File: src/rtl/vx_issue_scoreboard.sv
`default_nettype none
// ============================================================================
// Module   : vx_issue_scoreboard
// Brief    : Per-warp register scoreboard for one issue slice. Stalls any
//            instruction whose rd or enabled sources have an in-flight write
//            in the same warp, releases registers from the commit writeback
//            stream (with same-cycle bypass), and hands accepted
//            instructions downstream through a one-entry output register.
//            Also counts hazard stalls and flags a sticky timeout.
// Revision : 1.0 - initial release
// ============================================================================
module vx_issue_scoreboard #(
  parameter int NUM_WARPS = 4,
  parameter int NUM_REGS  = 64,
  parameter int PAYLOAD_W = 64,
  parameter int TIMEOUT   = 4096,
  parameter int CTR_W     = 44,
  localparam int WID_W    = (NUM_WARPS > 1) ? $clog2(NUM_WARPS) : 1,
  localparam int RID_W    = (NUM_REGS > 1) ? $clog2(NUM_REGS) : 1
) (
  input  logic                 clk,
  input  logic                 reset,
  // instruction in
  input  logic                 in_valid,
  output logic                 in_ready,
  input  logic [WID_W-1:0]     in_wid,
  input  logic                 in_wb,
  input  logic [RID_W-1:0]     in_rd,
  input  logic [RID_W-1:0]     in_rs1,
  input  logic [RID_W-1:0]     in_rs2,
  input  logic [RID_W-1:0]     in_rs3,
  input  logic [2:0]           in_rs_used,
  input  logic [PAYLOAD_W-1:0] in_payload,
  // instruction out
  output logic                 out_valid,
  input  logic                 out_ready,
  output logic [WID_W-1:0]     out_wid,
  output logic [PAYLOAD_W-1:0] out_payload,
  // writeback release
  input  logic                 wb_valid,
  input  logic [WID_W-1:0]     wb_wid,
  input  logic [RID_W-1:0]     wb_rd,
  input  logic                 wb_eop,
  // status
  output logic [CTR_W-1:0]     stall_count,
  output logic                 timeout
);

  // Watchdog only has to count up to TIMEOUT, then it saturates.
  localparam int               WD_W       = $clog2(TIMEOUT + 1);
  localparam logic [WD_W-1:0]  c_wd_max   = WD_W'(TIMEOUT);
  localparam logic [WD_W-1:0]  c_wd_last  = WD_W'(TIMEOUT - 1);
  localparam logic [RID_W-1:0] c_reg_zero = '0;

  logic [NUM_WARPS-1:0][NUM_REGS-1:0] r_inuse;
  logic                 r_out_valid;
  logic [WID_W-1:0]     r_out_wid;
  logic [PAYLOAD_W-1:0] r_out_payload;
  logic [CTR_W-1:0]     r_stall_count;
  logic [WD_W-1:0]      r_watchdog;
  logic                 r_timeout;

  logic                 w_release;
  logic [NUM_REGS-1:0]  w_row_eff;
  logic                 w_hazard;
  logic                 w_out_stall;
  logic                 w_accept;
  logic                 w_set;
  logic                 w_stalling;

  assign w_release = wb_valid && wb_eop && (wb_rd != c_reg_zero);

  // Scoreboard row of the issuing warp with this cycle's release already applied.
  always_comb begin
    w_row_eff = r_inuse[in_wid];
    if (w_release && (wb_wid == in_wid)) begin
      w_row_eff[wb_rd] = 1'b0;
    end
  end

  // Register 0 never hazards, regardless of the scoreboard contents.
  assign w_hazard = (in_wb         && (in_rd  != c_reg_zero) && w_row_eff[in_rd])
                 || (in_rs_used[0] && (in_rs1 != c_reg_zero) && w_row_eff[in_rs1])
                 || (in_rs_used[1] && (in_rs2 != c_reg_zero) && w_row_eff[in_rs2])
                 || (in_rs_used[2] && (in_rs3 != c_reg_zero) && w_row_eff[in_rs3]);

  assign w_out_stall = r_out_valid && !out_ready;
  assign in_ready    = !w_hazard && !w_out_stall;
  assign w_accept    = in_valid && in_ready;
  assign w_set       = w_accept && in_wb && (in_rd != c_reg_zero);
  assign w_stalling  = in_valid && w_hazard;

  // Scoreboard update: release first, then set, so a same-cycle set wins.
  always_ff @(posedge clk) begin
    if (reset) begin
      r_inuse <= '0;
    end else begin
      if (w_release) begin
        r_inuse[wb_wid][wb_rd] <= 1'b0;
      end
      if (w_set) begin
        r_inuse[in_wid][in_rd] <= 1'b1;
      end
    end
  end

  // One-entry output stage: load on accept, drain when downstream takes it.
  always_ff @(posedge clk) begin
    if (reset) begin
      r_out_valid <= 1'b0;
    end else if (w_accept) begin
      r_out_valid <= 1'b1;
    end else if (out_ready) begin
      r_out_valid <= 1'b0;
    end
  end

  // Output data carries no reset; it is only meaningful while out_valid is high.
  always_ff @(posedge clk) begin
    if (w_accept) begin
      r_out_wid     <= in_wid;
      r_out_payload <= in_payload;
    end
  end

  // Free-running hazard stall counter, wraps naturally.
  always_ff @(posedge clk) begin
    if (reset) begin
      r_stall_count <= '0;
    end else if (w_stalling) begin
      r_stall_count <= r_stall_count + CTR_W'(1);
    end
  end

  // Watchdog over consecutive stall cycles; timeout is sticky until reset.
  always_ff @(posedge clk) begin
    if (reset) begin
      r_watchdog <= '0;
      r_timeout  <= 1'b0;
    end else if (w_stalling) begin
      if (r_watchdog != c_wd_max) begin
        r_watchdog <= r_watchdog + WD_W'(1);
      end
      if (r_watchdog >= c_wd_last) begin
        r_timeout <= 1'b1;
      end
    end else begin
      r_watchdog <= '0;
    end
  end

`ifndef SYNTHESIS
  // A release of a register that holds no pending write points at a commit bug.
  always_ff @(posedge clk) begin
    if (!reset && w_release) begin
      assert (r_inuse[wb_wid][wb_rd])
        else $error("scoreboard release of idle register wid=%0d rd=%0d", wb_wid, wb_rd);
    end
  end
`endif

  assign out_valid   = r_out_valid;
  assign out_wid     = r_out_wid;
  assign out_payload = r_out_payload;
  assign stall_count = r_stall_count;
  assign timeout     = r_timeout;

endmodule
`default_nettype wire

File: config.mk
export PLATFORM = sky130hd
export DESIGN_NAME = vx_issue_scoreboard
export DESIGN_NICKNAME = d
export VERILOG_FILES = /design/src/rtl/vx_issue_scoreboard.sv
export SDC_FILE = /design/constraint.sdc
export NUM_CORES = 1
export LEC_CHECK = 0
export BUFFER_PORTS_ARGS = -buffer_cell sky130_fd_sc_hd__buf_2
export CAP_MARGIN = 10
export CORE_MARGIN = 2
export CORE_UTILIZATION = 64
export DETAILED_ROUTE_END_ITERATION = 8
export PLACE_DENSITY = 0.86
export SLEW_MARGIN = 40
export SYNTH_ARGS = -nofsm -noshare
export SYNTH_HDL_FRONTEND = slang
export SYNTH_SLANG_ARGS = --single-unit
File: constraint.sdc
create_clock -name clk -period 11.28 [get_ports clk]
set_input_delay 0.564 -clock clk [delete_from_list [all_inputs] [get_ports clk]]
set_output_delay 0.564 -clock clk [all_outputs]
set_load 0.01 [all_outputs]
# Yosys cells after proc, flatten, opt, wreduce, memory -nomap -nowiden
# Cells that the tools add are included.
[totals]
reg_bits = 381
wordCells = 91
inputBits = 108
[op_classes]
reduce_logical = 35
mux = 24
bitwise_logic = 6
n_lt_le_gt_ge = 12
add_sub_neg = 2
eq_ne = 2
[op_table]
columns = ["op", "n"]
rows = [
  ["$mux W256", 3],
  ["$and A256 B256 Y256", 1],
  ["$demux W64 S2", 2],
  ["$mux W64", 4],
  ["$not A256 Y256", 1],
  ["$or A256 B256 Y256", 1],
  ["$bmux W64 S2", 1],
  ["$and A64 B64 Y64", 1],
  ["$not A64 Y64", 1],
  ["$add A44 B1 Y44 const B", 1],
  ["$lt A6 B7 Y1 const B", 5],
  ["$reduce_bool A6 Y1", 5],
  ["$bmux W1 S6", 4],
  ["$logic_and A1 B1 Y1", 21],
  ["$add A13 B1 Y13 const B", 1],
  ["$ge A13 B12 Y1 const B", 1],
  ["$ne A13 B13 Y1 const B", 1],
  ["$demux W1 S6", 2],
  ["$ge A6 B1 Y1 const B", 2],
  ["$mux W1", 8],
  ["$lt A2 B3 Y1 const B", 2],
  ["$ge A2 B1 Y1 const B", 2],
  ["$logic_not A1 Y1", 3],
  ["$logic_or A1 B1 Y1", 3],
  ["other kinds (5)", 5],
]

# Longest topological paths before layout
[depth]
word_depth = 19
depth_mapped = 16
ltp_nobuf = 11

# Least setup slack after synthesis
# OpenSTA, ideal clock, no wires.
[synth_path]
path_kind = "input to register"
startpoint = "input port in_wid[1]"
endpoint = "register r_out_payload[0], in the netlist out_payload[0], enable pin"
t_arrival_ns = 5.403
path_slack_ns = 5.387
cell_stages = 11
setup_time_ns = 0.490
required_ns = 10.790
n_path_buf = 2
cell_sequence = "buf_6 -> buf_6 -> mux4_2 -> o21ai_0 -> mux4_2 -> mux2i_1 -> mux2_2 -> o2111ai_1 -> and3_1 -> nand3_2 -> nor2_1"
[synth_between]
elab_chain_len = 13
[synth_lines]
columns = ["item", "line_no", "source"]
rows = [
  ["from (decl)", "26", "input logic [WID_W-1:0] in_wid,"],
  ["$bmux W64 S2", "75", "w_row_eff = r_inuse[in_wid];"],
  ["$mux W64 (not written as such)", "75", ""],
  ["$and A64 B64 Y64 (no line)", "n/a", ""],
  ["$mux W64 *", "76", "if (w_release && (wb_wid == in_wid)) begin"],
  ["$bmux W1 S6 (on tied branches)", "82, 83", ""],
  ["$mux W1 (on tied branches)", "82, 83", ""],
  ["$logic_and A1 B1 Y1 (on tied branches)", "82, 83", ""],
  ["$logic_or A1 B1 Y1", "83", "|| (in_rs_used[0] && (in_rs1 != c_reg_zero) && w_row_eff[in_rs1])"],
  ["$logic_or A1 B1 Y1", "84", "|| (in_rs_used[1] && (in_rs2 != c_reg_zero) && w_row_eff[in_rs2])"],
  ["$logic_or A1 B1 Y1 *", "85", "|| (in_rs_used[2] && (in_rs3 != c_reg_zero) && w_row_eff[in_rs3]);"],
  ["$logic_not A1 Y1 *", "88", "assign in_ready = !w_hazard && !w_out_stall;"],
  ["$logic_and A1 B1 Y1 *", "88", ""],
  ["$logic_and A1 B1 Y1 *", "89", "assign w_accept = in_valid && in_ready;"],
  ["via w_accept", "67", "logic w_accept;"],
  ["to (signal assigned)", "122", "r_out_payload <= in_payload;"],
  ["to (decl)", "58", "logic [PAYLOAD_W-1:0] r_out_payload;"],
]
# The timed path passes the listed nets; every way through them passes the cells marked *. The select of a mux whose other input is x is not followed.
# A chain may end at the register's enable or synchronous reset.

# Worst setup path in the final report
[layout_path]
startpoint = "input port in_wid[1]"
endpoint = "output port in_ready"
[layout_between]
elab_chain_len = 12
[layout_lines]
columns = ["item", "line_no", "source"]
rows = [
  ["$bmux W64 S2", "75", ""],
  ["$mux W64 (not written as such)", "75", ""],
  ["$and A64 B64 Y64 (no line)", "n/a", ""],
  ["$mux W64 *", "76", ""],
  ["$bmux W1 S6 (on tied branches)", "82, 83", ""],
  ["$mux W1 (on tied branches)", "82, 83", ""],
  ["$logic_and A1 B1 Y1 (on tied branches)", "82, 83", ""],
  ["$logic_or A1 B1 Y1", "83", ""],
  ["$logic_or A1 B1 Y1", "84", ""],
  ["$logic_or A1 B1 Y1 *", "85", ""],
  ["$logic_not A1 Y1 *", "88", ""],
  ["$logic_and A1 B1 Y1 *", "88", ""],
  ["to (decl)", "25", "output logic in_ready,"],
]
# Every way passes the cells marked *; elsewhere a longest branch is shown, timed or not. The select of a mux whose other input is x is not followed.

==> results_dict.tcl <==
set metrics [dict create \
    numCtsBuffers 39 \
    finalWirelength_microns 70800 \
    clkTransAtPathRegs_ns 0.07 \
    cts-root-buf "clkbuf_16" \
    die_w_microns 180 \
    dpl_cell_area_sq_mm 0.0209 \
    hold_buffers 0 \
    setup_viol 0 \
    async_flop_share_pct 0 \
    hold_path.class "input port to flop" \
    cts_setup_buffers 0 \
    drt_iter0_drc 3206 \
    ant_nets 0 \
    wl_per_cell_microns 26.1 \
    fmax_mhz 184 \
    ys_ff_latch 381 \
    drive_above_1_share_pct 21.5 \
    worst_pin_slew_ns 1.02 \
    ctsResizeCount 0 \
    seq_area_sq_mm 0.00829 \
    core.rowCount 64 \
    cts_buffer_depth 3 \
    cts_tree "built" \
    status "finished, final reports clean" \
    yosys_warnings 0 \
    route.detailed.drc 0 \
    io_pins 221 \
    initial_utilization_pct 64.9 \
    slew_viol_final 0 \
    rsz0062_at_grt "false" \
    fin_ws_ns 5.84 \
    fin_worst_skew_ns 0.0242 \
    coreArea_sq_mm 0.0306 \
    leakage_nw 7.66 \
    antenna_found_initial 7 \
    grt_pass1_vias 18000 \
    cp.required_ns 10.72 \
    place_congestion 1.01 \
    cp_max_fo 41 \
    hpwlAfterDp_microns 47900 \
    p_per_area_mw_per_mm2 135 \
    final_util_pct 72.4 \
    portBuffers 220 \
    vias 19500 \
    grt_usage_pct 41.7 \
    endpoint_kind "output pin" \
    synth_area_sq_mm 0.0199 \
    htree_levels 2 \
    relSlewSlack_pct 31.2 \
    clk_latency_ns 0.55 \
    ir_drop_mv 0.145 \
    place_ws_ns 5.46 \
    fp.dieH_microns 180 \
    grt_pass1_wl_microns 107000 \
    synth-edff-count 66 \
    first_pass_iters 6 \
    syn_area_per_cell_sq_um 9.15 \
    syn-instance-count 2171 \
    routed_via_density 7.20 \
    fin_tns_setup_ns 0 \
    max-cap-violations 0 \
    grt_max_degree 138 \
    synth_nets 2282 \
    period_needed_ns 5.44 \
    multi_input_area_sq_mm 0.0106 \
    ys_seq_area_share_pct 41.7 \
    dieArea_sq_mm 0.0325 \
    cts_num_sinks 381 \
    worstSetupStartpointType "input port" \
    area_delta_synth_final_pct 11.5 \
    synth.distinct_cells 78 \
    ys.flop_type "dfxtp_1" \
    fillCellCount 2262 \
    path_class "input port to output pin" \
    post-route-cell-area_sq_mm 0.0222 \
    fin_nets 2396 \
    hold_viol_final 0 \
    grt_overflow_total 0 \
    fin_crit_sh_pct 48.2 \
    critPathArrivalTime_ns 4.88 \
]
registers in the layout, summed over array words and instances, names as in the netlist:
register,flops
r_inuse,256
out_payload,64
stall_count,44
r_watchdog,13
out_wid,2
out_valid,1
timeout,1
power breakdown:
part	internal (W)	switching (W)	total (W)
Sequential	0.00141	0.00000659	0.00142
Combinational	0.0000765	0.000201	0.000278
Clock	0.000749	0.000540	0.00129
routing by layer:
layer	GRT usage [%]	part of all wire, %	up-vias
li1	-	-	8357
met1	55.8	37	9299
met2	64.5	44	1587
met4	19.4	5.6	2
met5	0	0.016	-
met3	9.74	13	298
metrics by stage:
step,hold WS [ns],power (W),instances
3_3_place_gp,0.444,0.00171,2640
6_report,0.189,0.00298,2713
5_1_grt,0.185,0.00305,2713
2_1_floorplan,0.432,0.00162,2171
3_5_place_dp,0.457,0.00171,2640
4_1_cts,0.189,0.00297,2709
final timing paths:
| path | slack (ns) | endpoint | startpoint | cells after the start |
|---|---|---|---|---|
| max reg2reg | 7.17 | r_inuse[90] | r_inuse[229] | 11 |
| max | 5.84 | in_ready | in_wid[1] | 13 |
| min | 0.19 | out_payload[29] | in_payload[29] | 1 |
| min reg2reg | 0.46 | timeout | timeout | 2 |
area by class of cell:
| class | count | area share [%] |
|---|---|---|
| clock inverter | 10 | 0.536 |
| inverter | 26 | 0.474 |
| timing repair buffer | 251 | 6.10 |
| multi-input combinational | 1586 | 48.0 |
| clock buffer | 59 | 5.16 |
| tap | 396 | 2.24 |
| sequential | 381 | 37.4 |
| antenna | 4 | 0.0452 |
logic make-up after synthesis:
group	synth area share, %
and+or+nand+nor	20.3
AOI/OAI and AO/OA	20.0
DFF	41.7
buffers and inverters	5.08
muxes	11.7
xor gates and xnor gates	1.03
adders and majority gates	0.189
cell usage after synthesis, types with 5 or more instances:
cell	n	area, sq um
nand2b_1	17	106
nand2_1	280	1050
buf_12	5	100
buf_4	6	45.0
or2_2	5	31.3
buf_6	15	169
clkbuf_1	126	473
xor2_1	8	70.1
o21ai_2	55	482
inv_1	25	93.8
nor4_1	9	56.3
dfxtp_1	315	6310
nand3_1	174	871
mux4_2	77	1730
a2111oi_0	8	70.1
a41o_1	11	110
nor3_1	29	145
and4_1	5	43.8
nor3b_1	8	60.1
o21ai_1	38	190
or3_1	8	50.1
o211ai_1	142	1070
buf_2	18	90.1
nor2b_1	33	206
nor4b_1	5	43.8
mux2i_1	34	340
a311oi_1	12	105
mux2_2	20	225
xnor2_1	9	78.8
a21oi_1	29	145
a21boi_0	5	37.5
o21ai_0	225	1130
edfxtp_1	66	1980
and2_1	17	106
o22ai_1	18	113
nand4_1	45	282
and3_1	30	188
buf_1	7	26.3
o2111ai_1	8	70.1
a31oi_1	5	31.3
nor2_1	125	469
a22oi_1	24	180
worst max-delay path, cell delays in order:
cell	delay [ns]
buf_4	0.58
buf_4	0.74
mux4_2	0.59
o21ai_0	0.25
o2111ai_1	0.22
nor4_1	0.47
nand4_1	0.19
nor4_2	0.22
and3_1	0.28
nand2_1	0.07
buf_4	0.26
nor2_1	0.14
buf_2	0.15
placed cells by master (no fill, tap or decap), drive strengths merged, types with 6 or more instances in the layout:
cell	n
o21ai	318
clkinv	8
nor2b	33
mux2i	34
or3	8
buf	250
nand2b	17
inv	26
nand2	280
a2111oi	8
o2111ai	8
clkbuf	60
and2	17
a21oi	29
o22ai	18
o211ai	143
nor3b	9
xnor2	11
nor2	127
nor3	30
a21boi	7
mux4	77
a311oi	12
dfxtp	315
and3	30
a41o	11
or2	6
a22oi	24
nor4b	6
xor2	8
nand4	45
edfxtp	66
nand3	177
nor4	10
mux2	22
No activity file was read; power rests on OpenSTA's default activity.
